--- config.mk ---
export PLATFORM = sky130hd
export DESIGN_NAME = hack_run_ctrl
export DESIGN_NICKNAME = d
export VERILOG_FILES = /design/src/rtl/hack_run_ctrl.sv
export SDC_FILE = /design/constraint.sdc
export NUM_CORES = 1
export LEC_CHECK = 0
export ABC_CLOCK_PERIOD_IN_PS = 1600
export BUFFER_PORTS_ARGS = -buffer_cell sky130_fd_sc_hd__buf_2
export CAP_MARGIN = 40
export CORE_ASPECT_RATIO = 2
export CORE_MARGIN = 10
export CORE_UTILIZATION = 45
export CTS_CLUSTER_DIAMETER = 40
export DETAILED_ROUTE_END_ITERATION = 6
export MAX_ROUTING_LAYER = met4
export PLACE_DENSITY = 0.72
export RECOVER_POWER = 25
export SLEW_MARGIN = 20
export SYNTH_ARGS = -nofsm -noshare
export SYNTH_HDL_FRONTEND = slang
export SYNTH_SLANG_ARGS = --single-unit
--- constraint.sdc ---
create_clock -name clk -period 1.6 [get_ports clk]
set_input_delay 0.16 -clock clk [delete_from_list [all_inputs] [get_ports clk]]
set_output_delay 0.16 -clock clk [all_outputs]
set_load 0.01 [all_outputs]
--- src/rtl/hack_run_ctrl.sv ---
// hack_run_ctrl: run/load controller for the Hack CPU and its instruction ROM.
// Streams a byte image into ROM (high byte first), then gates the CPU with
// reset and clock-enable for run, halt, single-step and a PC breakpoint.
// Optional macro CYCLE_COUNT_EN adds a 32-bit enabled-cycle counter with
// a synchronous clear input.
module hack_run_ctrl #(
  parameter int ROM_AW    = 15,
  parameter int ROM_WORDS = 32768
) (
  input  logic              clk,
  input  logic              reset,
  input  logic              cmd_load,
  input  logic              cmd_run,
  input  logic              cmd_halt,
  input  logic              cmd_step,
  input  logic              cmd_abort,
  input  logic [7:0]        ld_data,
  input  logic              ld_valid,
  input  logic              ld_last,
  output logic              ld_ready,
  input  logic [15:0]       pc,
  input  logic [15:0]       bp_addr,
  input  logic              bp_en,
  output logic              cpu_reset,
  output logic              cpu_clk_en,
  output logic              rom_we,
  output logic [ROM_AW-1:0] rom_addr,
  output logic [15:0]       rom_wdata,
  output logic [2:0]        state,
  output logic [ROM_AW:0]   word_count
`ifdef CYCLE_COUNT_EN
  ,
  input  logic              cycle_clr,
  output logic [31:0]       cycle_count
`endif
);

  typedef enum logic [2:0] {
    S_IDLE = 3'd0,
    S_LOAD = 3'd1,
    S_HALT = 3'd2,
    S_RUN  = 3'd3,
    S_STEP = 3'd4
  } state_t;

  localparam logic [ROM_AW:0] WORDS_FULL = (ROM_AW+1)'(ROM_WORDS);
  localparam logic [ROM_AW:0] WORDS_LAST = (ROM_AW+1)'(ROM_WORDS - 1);

  state_t     state_reg, state_next;
  logic       phase_low_reg;   // 0: expecting high byte, 1: expecting low byte
  logic [7:0] hi_byte_reg;
  logic       bp_skip_reg;     // lets execution resume past a breakpoint

  logic ld_accept;
  logic wr_fire;
  logic load_done;
  logic load_entry;
  logic bp_hit;

  assign state      = state_reg;
  assign ld_ready   = (state_reg == S_LOAD) && (word_count < WORDS_FULL);
  assign ld_accept  = ld_valid && ld_ready;
  assign wr_fire    = ld_accept && phase_low_reg;
  // Load ends on the final byte, or on the low byte that fills the ROM.
  assign load_done  = ld_accept && (ld_last || (phase_low_reg && (word_count == WORDS_LAST)));
  assign load_entry = (state_reg != S_LOAD) && (state_next == S_LOAD);
  assign bp_hit     = bp_en && (pc == bp_addr) && !bp_skip_reg;

  // Next-state and clock-enable decode; abort beats every other command.
  always_comb begin
    state_next = state_reg;
    cpu_clk_en = 1'b0;
    case (state_reg)
      S_RUN:   cpu_clk_en = !bp_hit;
      S_STEP:  cpu_clk_en = 1'b1;
      default: cpu_clk_en = 1'b0;
    endcase
    if (cmd_abort) begin
      state_next = S_IDLE;
    end else begin
      case (state_reg)
        S_IDLE: begin
          if (cmd_halt)      state_next = S_IDLE;
          else if (cmd_load) state_next = S_LOAD;
          else if (cmd_step) state_next = S_STEP;
          else if (cmd_run)  state_next = S_RUN;
        end
        S_LOAD: begin
          if (load_done) state_next = S_IDLE;
        end
        S_HALT: begin
          if (cmd_halt)      state_next = S_HALT;
          else if (cmd_load) state_next = S_LOAD;
          else if (cmd_step) state_next = S_STEP;
          else if (cmd_run)  state_next = S_RUN;
        end
        S_RUN: begin
          if (cmd_halt || bp_hit) state_next = S_HALT;
        end
        S_STEP: begin
          state_next = S_HALT;
        end
        default: state_next = S_IDLE;
      endcase
    end
  end

  // State register, registered CPU reset and breakpoint-skip flag.
  always_ff @(posedge clk or posedge reset) begin
    if (reset) begin
      state_reg   <= S_IDLE;
      cpu_reset   <= 1'b1;
      bp_skip_reg <= 1'b0;
    end else begin
      state_reg <= state_next;
      cpu_reset <= (state_next == S_IDLE) || (state_next == S_LOAD);
      if ((state_reg == S_HALT) && ((state_next == S_RUN) || (state_next == S_STEP)))
        bp_skip_reg <= 1'b1;
      else if (cpu_clk_en)
        bp_skip_reg <= 1'b0;
    end
  end

  // Byte assembly and ROM write port; a write issued on the low byte
  // always completes, even if the load is aborted in the same cycle.
  always_ff @(posedge clk or posedge reset) begin
    if (reset) begin
      phase_low_reg <= 1'b0;
      hi_byte_reg   <= '0;
      rom_we        <= 1'b0;
      rom_addr      <= '0;
      rom_wdata     <= '0;
      word_count    <= '0;
    end else begin
      rom_we <= wr_fire;
      if (ld_accept && !phase_low_reg)
        hi_byte_reg <= ld_data;
      if (load_entry || (state_next != S_LOAD))
        phase_low_reg <= 1'b0;
      else if (ld_accept)
        phase_low_reg <= !phase_low_reg;
      if (load_entry) begin
        word_count <= '0;
      end else if (wr_fire) begin
        rom_addr   <= word_count[ROM_AW-1:0];
        rom_wdata  <= {hi_byte_reg, ld_data};
        word_count <= word_count + 1'b1;
      end
    end
  end

`ifdef CYCLE_COUNT_EN
  // Counts CPU-enabled cycles; clear wins over a same-cycle increment.
  always_ff @(posedge clk or posedge reset) begin
    if (reset)
      cycle_count <= '0;
    else if (cycle_clr || load_entry)
      cycle_count <= '0;
    else if (cpu_clk_en)
      cycle_count <= cycle_count + 32'd1;
  end
`endif

endmodule

==> metrics.log, run 1 <==
INFO  metric antenna_cells_inserted = 0
INFO  metric chipWidth = 76.63 um
INFO  metric clock_skew = 9.011 ps
INFO  metric layout.cells.most_common = sky130_fd_sc_hd__buf_2
INFO  metric syn_to_final_growth = 57.04%
INFO  metric fp.coreArea = 0.006259 sq mm
INFO  metric placer_s_final_routability_congestion_estimate = approximately 0.83
INFO  metric max_stage_delay = approximately 430 ps
INFO  metric detail_route.wl_per_cell = 16.86 um
INFO  metric detailed_place_hpwl = ~6.3 mm
INFO  metric failing_checks = setup timing
INFO  metric placed_cells_incl_taps = roughly 530
INFO  metric mostFrequentLayoutCells = 102 x sky130_fd_sc_hd__buf_2, 101 x sky130_fd_sc_hd__nand2_1, 57 x sky130_fd_sc_hd__dfrtp_1
INFO  metric cts.clk_slew.worst_paths = 50 ps
INFO  metric route.final.wire_length = between 9 and 10 mm
INFO  metric vias_per_cell = approximately 5.0
INFO  metric finish.instance_area = 0.004533 sq mm
INFO  metric globalRoute.totalOverflow = 0
INFO  metric postLayoutSetupSlackWorst = -159.5 ps
INFO  metric dr_total_vias = about 2700
INFO  metric critPathArrivalTime = between 1500 and 2000 ps
INFO  metric final-setup-viol-count = 24
INFO  metric maxCapViolCount = 0
INFO  metric drc_errors = 0
INFO  metric synthesis.area_per_instance = 9.433 sq um
INFO  metric outcome = finished, violations left
INFO  metric ys_seq_area_frac = 0.5379
INFO  metric synth-edff-count = 0
INFO  metric synth_top_area_share = 0.5288
INFO  metric critPathLaunchType = flop
INFO  metric fin_crit_sh = 1.100
INFO  metric largest_registers = rom_wdata (16), word_count (16), rom_addr (15)
INFO  metric groute.layer.met2.usage = 0.3094
INFO  metric period_minus_slack = 1760 ps
INFO  metric rsz0062_at_grt = true
INFO  metric antenna_found_initial = 0
INFO  metric yosys-top-cells-area = sky130_fd_sc_hd__dfrtp_1 53%, sky130_fd_sc_hd__nand2_1 13%, sky130_fd_sc_hd__xor2_1 5.8%
INFO  metric critical_path_peak_fanout = 5
INFO  metric numPortBuffers = 103
INFO  metric cts_made_buffers = 9
INFO  metric number_of_hold_slack_violations_in_the_final_timing_report = 0
INFO  metric top_usage_layer = met2
INFO  metric post_synth_num_cell_types = 41
INFO  metric synthArstFlopShare = 1.000
INFO  metric synth_nets = 357
INFO  metric detailedRoute.firstIterationViolations = 134
INFO  metric slowest_stage = sky130_fd_sc_hd__dfrtp_2
INFO  metric timing_worst_setup_path_type = flop to flop
INFO  metric path_cells = buf_6 > nor3b_2 > buf_4 > nand4_1 > buf_4 > buf_6 > nor2_4 > xnor2_1 > nor2_1
INFO  metric synth_ff_type = sky130_fd_sc_hd__dfrtp_1
INFO  metric synth_warnings = 0
INFO  metric cellPowerDensity = ~950 mW/mm^2
INFO  metric ctsLongestPathBuffers = 2
INFO  metric rrSetupSlack = -160 ps
INFO  metric drt_pass1_iterations = 4
INFO  metric placed_area = 0.003811 sq mm
INFO  metric grt_pass1_vias = between 2000 and 3000
INFO  metric die_h = around 130 um
INFO  metric synthesis.area = 0.002887 sq mm
INFO  metric design.portCount = 104
INFO  metric finalNetCount = 512
INFO  metric clock.fmax = 0.5683 GHz
INFO  metric drtAntennaViolNets = 0
INFO  metric syn-instance-count = 306
INFO  metric grt_pass1_wl = between 10 and 15 mm
INFO  metric worst-endpoint-required = 1810 ps
INFO  metric ir_worst_vdd = 781.3 uV
INFO  metric layout-drive-gt1-share = 0.4979
INFO  metric cp-end-kind = flop
INFO  metric start_util = 0.4612
INFO  metric leakagePower = 2.365 nW
INFO  metric timing.slew.headroom = 0.4316
INFO  metric grtUsageMet3 = 0.04313
INFO  metric grt_max_degree = 63
INFO  metric tns = -1962 ps
INFO  metric clock_latency = 340 ps
INFO  metric cts_htree_levels = 3
INFO  metric row_count = 41
INFO  metric timing.hold.worst.class = primary input to flop
INFO  metric pins_over_their_slew_limit = 0
INFO  metric synth-seq-cells = 62
INFO  metric clock_sink_count = 62
INFO  metric final_cell_count_no_fill = around 550
INFO  metric global_route.usage.total = 0.1737
INFO  metric fin_util = 0.7243
INFO  metric fill_cells = 467
INFO  metric dieArea = 0.01021 sq mm
INFO  metric cts_tree = built
INFO  metric clk_root_buffer_cell = sky130_fd_sc_hd__clkbuf_16
INFO  metric post-synth-top-area-cell = sky130_fd_sc_hd__dfrtp_1
INFO  metric measured_slew_at_the_worst_slew_check_pin = approximately 850 ps
INFO  metric grt_util_met1 = 0.1762
worst max-delay path: cells and delay by family, from the launching register on:
kind | cells | cell delay (ps)
AND/OR/NAND/NOR | 4 | 430
XOR/XNOR | 1 | 160
flip-flops | 1 | 430
buffers and inverters | 4 | 620
area by class of cell:
class,count,area [sq um],area share
flip-flops and latches,62,1558,0.3436
multi-input cells,228,1518,0.3348
repair buffers,156,1005,0.2216
clock buffers,9,225.2,0.04968
well taps,86,107.6,0.02374
clock inverters,7,98.84,0.02181
inverters,4,21.27,0.004692
routing by layer:
layer	routed length, um	vias up
met5	0	-
met4	252	0
met3	412	18
met2	5027	104
met1	3616	1310
li1	-	1313
synthesized netlist by cell type (2+ instances only):
library cell               count
sky130_fd_sc_hd__a21oi_1       2
sky130_fd_sc_hd__a31o_2        2
sky130_fd_sc_hd__and2_1        3
sky130_fd_sc_hd__and3_1        2
sky130_fd_sc_hd__buf_2         6
sky130_fd_sc_hd__clkbuf_1      5
sky130_fd_sc_hd__dfrtp_1      61
sky130_fd_sc_hd__inv_1         3
sky130_fd_sc_hd__mux2_2        8
sky130_fd_sc_hd__nand2_1     102
sky130_fd_sc_hd__nand2b_1      4
sky130_fd_sc_hd__nand3_1       8
sky130_fd_sc_hd__nand4_1       4
sky130_fd_sc_hd__nor2_1       24
sky130_fd_sc_hd__nor2b_1       4
sky130_fd_sc_hd__nor3_1        5
sky130_fd_sc_hd__nor4_1        6
sky130_fd_sc_hd__o21ai_0       5
sky130_fd_sc_hd__or4_1         2
sky130_fd_sc_hd__xnor2_1      11
sky130_fd_sc_hd__xor2_1       19
through the flow:
step                      hold slack [ps]  worst slack [ps]  total power, mW
final                               30.03            -159.5            4.319
after CTS                           24.30            -112.8            4.312
after global routing                48.81            -223.8            4.478
after global placement              263.0            -82.14            2.164
after detailed placement            271.4            -157.9            2.184
after floorplan                     225.8            -139.3            1.976
report_power, final:
group | switching [mW] | internal [mW] | leakage, nW | total, mW
clock network | 0.717 | 1.37 | 0.156 | 2.08
logic | 0.230 | 0.271 | 1.37 | 0.501
registers | 0.0596 | 1.68 | 0.837 | 1.73
path summary, 6_finish.rpt:
path,depth (start not counted),to,from
worst max register to register,9,word_count[10]$_DFFE_PP0P_,state[2]$_DFF_PP0_
worst min register to register,2,rom_wdata[9]$_DFFE_PP0P_,hi_byte_reg[1]$_DFFE_PP0P_
min in group asynchronous,4,rom_addr[14]$_DFFE_PP0P_,reset
worst min-delay path,3,rom_wdata[5]$_DFFE_PP0P_,ld_data[5]
worst max-delay path,9,word_count[10]$_DFFE_PP0P_,state[2]$_DFF_PP0_
max in group asynchronous,4,state[0]$_DFF_PP0_,reset
kinds of logic (layout without fill, tap and decap cells):
kind of cell,after synthesis,in the layout,synth area share
and+or+nand+nor,174,174,0.2753
DFF,62,62,0.5379
xor gates and xnor gates,30,30,0.09103
buffers and inverters,16,176,0.02601
AOI/OAI and AO/OA,15,15,0.03425
muxes,8,8,0.03121
adders and majority gates,1,1,0.004334
repair_timing:
action                                 CTS  global route
resized for setup                       25            44
setup endpoints to repair               30            51
endpoints found under the hold margin   61             0
gates cloned                             0             1
hold buffers                             1             0
pin swaps                                2            18
setup buffers                            1             8
No activity file was read; power rests on OpenSTA's default activity.
==> run 2, diff against run 1 <==
- SKIP_CTS_REPAIR_TIMING: unset -> 1
==> run 2 against run 1 <==
Net effect: the flow still finishes with violations (setup timing); sequential share of layout area is 1.1 points higher; fmax is 0.52% lower; sequential cell count stayed put; clock power hardly changed; non-clock buffer count is 5 lower; hold slack better by 5.3 ps; clock skew is 2.1 ps higher; critical endpoint is now word_count[11]$_DFFE_PP0P_; largest cell class unchanged; highest routed layer unchanged.
==> metrics.log, run 2 (synthesized netlist as in run 1, its figures left out) <==
INFO  metric ir_worst_vdd = roughly 780 uV
INFO  metric failing_checks = setup timing
INFO  metric worst-endpoint-required = 1810 ps
INFO  metric antenna_found_initial = 0
INFO  metric cp_top_family = simple AND/OR/NAND/NOR gates
INFO  metric tns = -2006 ps
INFO  metric clkPwrFrac = 0.482
INFO  metric syn_to_final_growth = 52.32%
INFO  metric chipWidth = 76.63 um
INFO  metric largest_registers = rom_wdata (16), word_count (16), rom_addr (15)
INFO  metric fill_cells = 504
INFO  metric grt_pass1_vias = 2776
INFO  metric maxCapViolCount = 0
INFO  metric dieArea = 0.01021 sq mm
INFO  metric fp.coreArea = 0.006259 sq mm
INFO  metric hold_end = rom_wdata[5]$_DFFE_PP0P_
INFO  metric detailed_place_hpwl = 6.317 mm
INFO  metric clock.fmax = 0.5654 GHz
INFO  metric globalRoute.totalOverflow = 0
INFO  metric leakagePower = 2.320 nW
INFO  metric rsz0062_at_grt = true
INFO  metric netSwitchingFraction = 0.2304
INFO  metric detailedRoute.firstIterationViolations = 117
INFO  metric critical_path_peak_fanout = 5
INFO  metric design.portCount = 104
INFO  metric power.share.sequential = 0.403
INFO  metric number_of_hold_slack_violations_in_the_final_timing_report = 0
INFO  metric clock_sink_count = 62
INFO  metric period_minus_slack = 1769 ps
INFO  metric ctsLongestPathBuffers = 2
INFO  metric drtAntennaViolNets = 0
INFO  metric placer_s_final_routability_congestion_estimate = 0.8310
INFO  metric die_h = roughly 130 um
INFO  metric measured_slew_at_the_worst_slew_check_pin = 831.3 ps
INFO  metric numPortBuffers = between 100 and 150
INFO  metric mostFrequentLayoutCells = 102 x sky130_fd_sc_hd__buf_2, 101 x sky130_fd_sc_hd__nand2_1, 57 x sky130_fd_sc_hd__dfrtp_1
INFO  metric grt_max_degree = 63
INFO  metric whs = 35.37 ps
INFO  metric layout-drive-gt1-share = 0.4751
INFO  metric antenna_cells_inserted = 0
INFO  metric rrSetupSlack = -170 ps
INFO  metric timing.hold.worst_path_depth = 3
INFO  metric cts_htree_levels = 3
INFO  metric pins_over_their_slew_limit = 0
INFO  metric slowest_stage = sky130_fd_sc_hd__dfrtp_2
INFO  metric drc_errors = 0
INFO  metric start_util = 0.4612
INFO  metric placed_cells_incl_taps = between 500 and 600
INFO  metric worst_r2r_startpoint = state[2]$_DFF_PP0_
INFO  metric worstRegToRegCells = 8
INFO  metric internal-power = 3.318 mW
INFO  metric timing_worst_setup_path_type = flop to flop
INFO  metric cts_made_buffers = 9
INFO  metric regToRegEndpoint = word_count[11]$_DFFE_PP0P_
INFO  metric finalNetCount = around 510
INFO  metric cts_tree = built
INFO  metric clock_latency = roughly 330 ps
INFO  metric global_route.usage.total = 0.1685
INFO  metric fin_crit_sh = 1.105
INFO  metric cellPowerDensity = 980.6 mW/mm^2
INFO  metric timing.hold.worst.start = ld_data[5]
INFO  metric detail_route.wl_per_cell = about 16 um
INFO  metric timing.slew.headroom = 0.4458
INFO  metric cts.clk_slew.worst_paths = 50 ps
INFO  metric cp-end-kind = flop
INFO  metric timing.hold.worst.class = primary input to flop
INFO  metric critPathArrivalTime = 1980 ps
INFO  metric final_cell_count_no_fill = roughly 550
INFO  metric crit_buf_inv = 3
INFO  metric start_point_of_the_critical_path = state[2]$_DFF_PP0_
INFO  metric dr_total_vias = 2704
INFO  metric switching_power_summed_over_all_nets = a little under 1 mW
INFO  metric path_common_cell = sky130_fd_sc_hd__buf_6
INFO  metric vias_per_cell = ~5
INFO  metric postLayoutSetupSlackWorst = -168.8 ps
INFO  metric route.final.wire_length = 8.741 mm
INFO  metric clock_skew = 11.12 ps
INFO  metric path_cells = buf_6 > nor3b_2 > buf_4 > nand4_1 > buf_6 > nor3_2 > xnor2_1 > nor2_1
INFO  metric final-setup-viol-count = 28
INFO  metric row_count = 41
INFO  metric outcome = finished, violations left
INFO  metric layout.cells.most_common = sky130_fd_sc_hd__buf_2
INFO  metric critPathLaunchType = flop
INFO  metric grt_pass1_wl = 13.49 mm
INFO  metric clk_root_buffer_cell = sky130_fd_sc_hd__clkbuf_16
INFO  metric drt_pass1_iterations = 5
INFO  metric gate_power_share = 0.115
INFO  metric max_stage_delay = between 400 and 500 ps
-- run 2: how the worst max path moves through the flow --
| stage | end | slack [ps] | cells past startpoint |
|---|---|---|---|
| 2_1_floorplan | word_count[3]$_DFFE_PP0P_ | -140 | 7 |
| 3_3_place_gp | word_count[0]$_DFFE_PP0P_ | -80 | 6 |
| 3_5_place_dp | word_count[0]$_DFFE_PP0P_ | -160 | 6 |
| 4_1_cts | word_count[0]$_DFFE_PP0P_ | -180 | 6 |
| 5_1_grt | word_count[11]$_DFFE_PP0P_ | -230 | 8 |
| 6_report | word_count[11]$_DFFE_PP0P_ | -170 | 8 |
-- run 2: power by group through the flow --
stage               logic [mW]  registers, mW  clock network [mW]
detailed placement       0.428           1.76                   0
CTS                      0.431           1.73                2.11
global route             0.546           1.75                2.18
finish                   0.496           1.74                2.08
floorplan                0.222           1.75                   0
global placement         0.412           1.75                   0
-- run 2: cell type report --
| type | count | area (sq um) | area share |
|---|---|---|---|
| flip-flops and latches | 62 | 1558 | 0.3543 |
| multi-input cells | 228 | 1433 | 0.3258 |
| repair buffers | 151 | 953.4 | 0.2168 |
| clock buffers | 9 | 225.2 | 0.05122 |
| well taps | 86 | 107.6 | 0.02447 |
| clock inverters | 7 | 98.84 | 0.02248 |
| inverters | 4 | 21.27 | 0.004838 |
-- run 2: through the flow --
stage	setup slack, ps	total power, mW	instance area [sq um]	util
global placement	-82.14	2.164	3811	0.6090
global route	-230.5	4.469	4397	0.7025
CTS	-176.8	4.279	4135	0.6607
floorplan	-139.3	1.976	2915	-
finish	-168.8	4.312	4397	0.7025
detailed placement	-157.9	2.184	3811	0.6090
-- run 2: worst reg2reg max path, cell delays in order, from the launching register on --
cell                      delay, ps
sky130_fd_sc_hd__dfrtp_2        430
sky130_fd_sc_hd__buf_6          130
sky130_fd_sc_hd__nor3b_2        160
sky130_fd_sc_hd__buf_4          160
sky130_fd_sc_hd__nand4_1        180
sky130_fd_sc_hd__buf_6          200
sky130_fd_sc_hd__nor3_2         170
sky130_fd_sc_hd__xnor2_1        160
sky130_fd_sc_hd__nor2_1          70
-- run 2: per-layer routing --
metal | part of all wire | GRT usage | vias to the layer above
met5 | 0 | - | -
met4 | 0.024 | 0.06861 | 0
met3 | 0.046 | 0.04515 | 21
met2 | 0.54 | 0.2966 | 98
met1 | 0.39 | 0.1724 | 1279
li1 | - | - | 1306
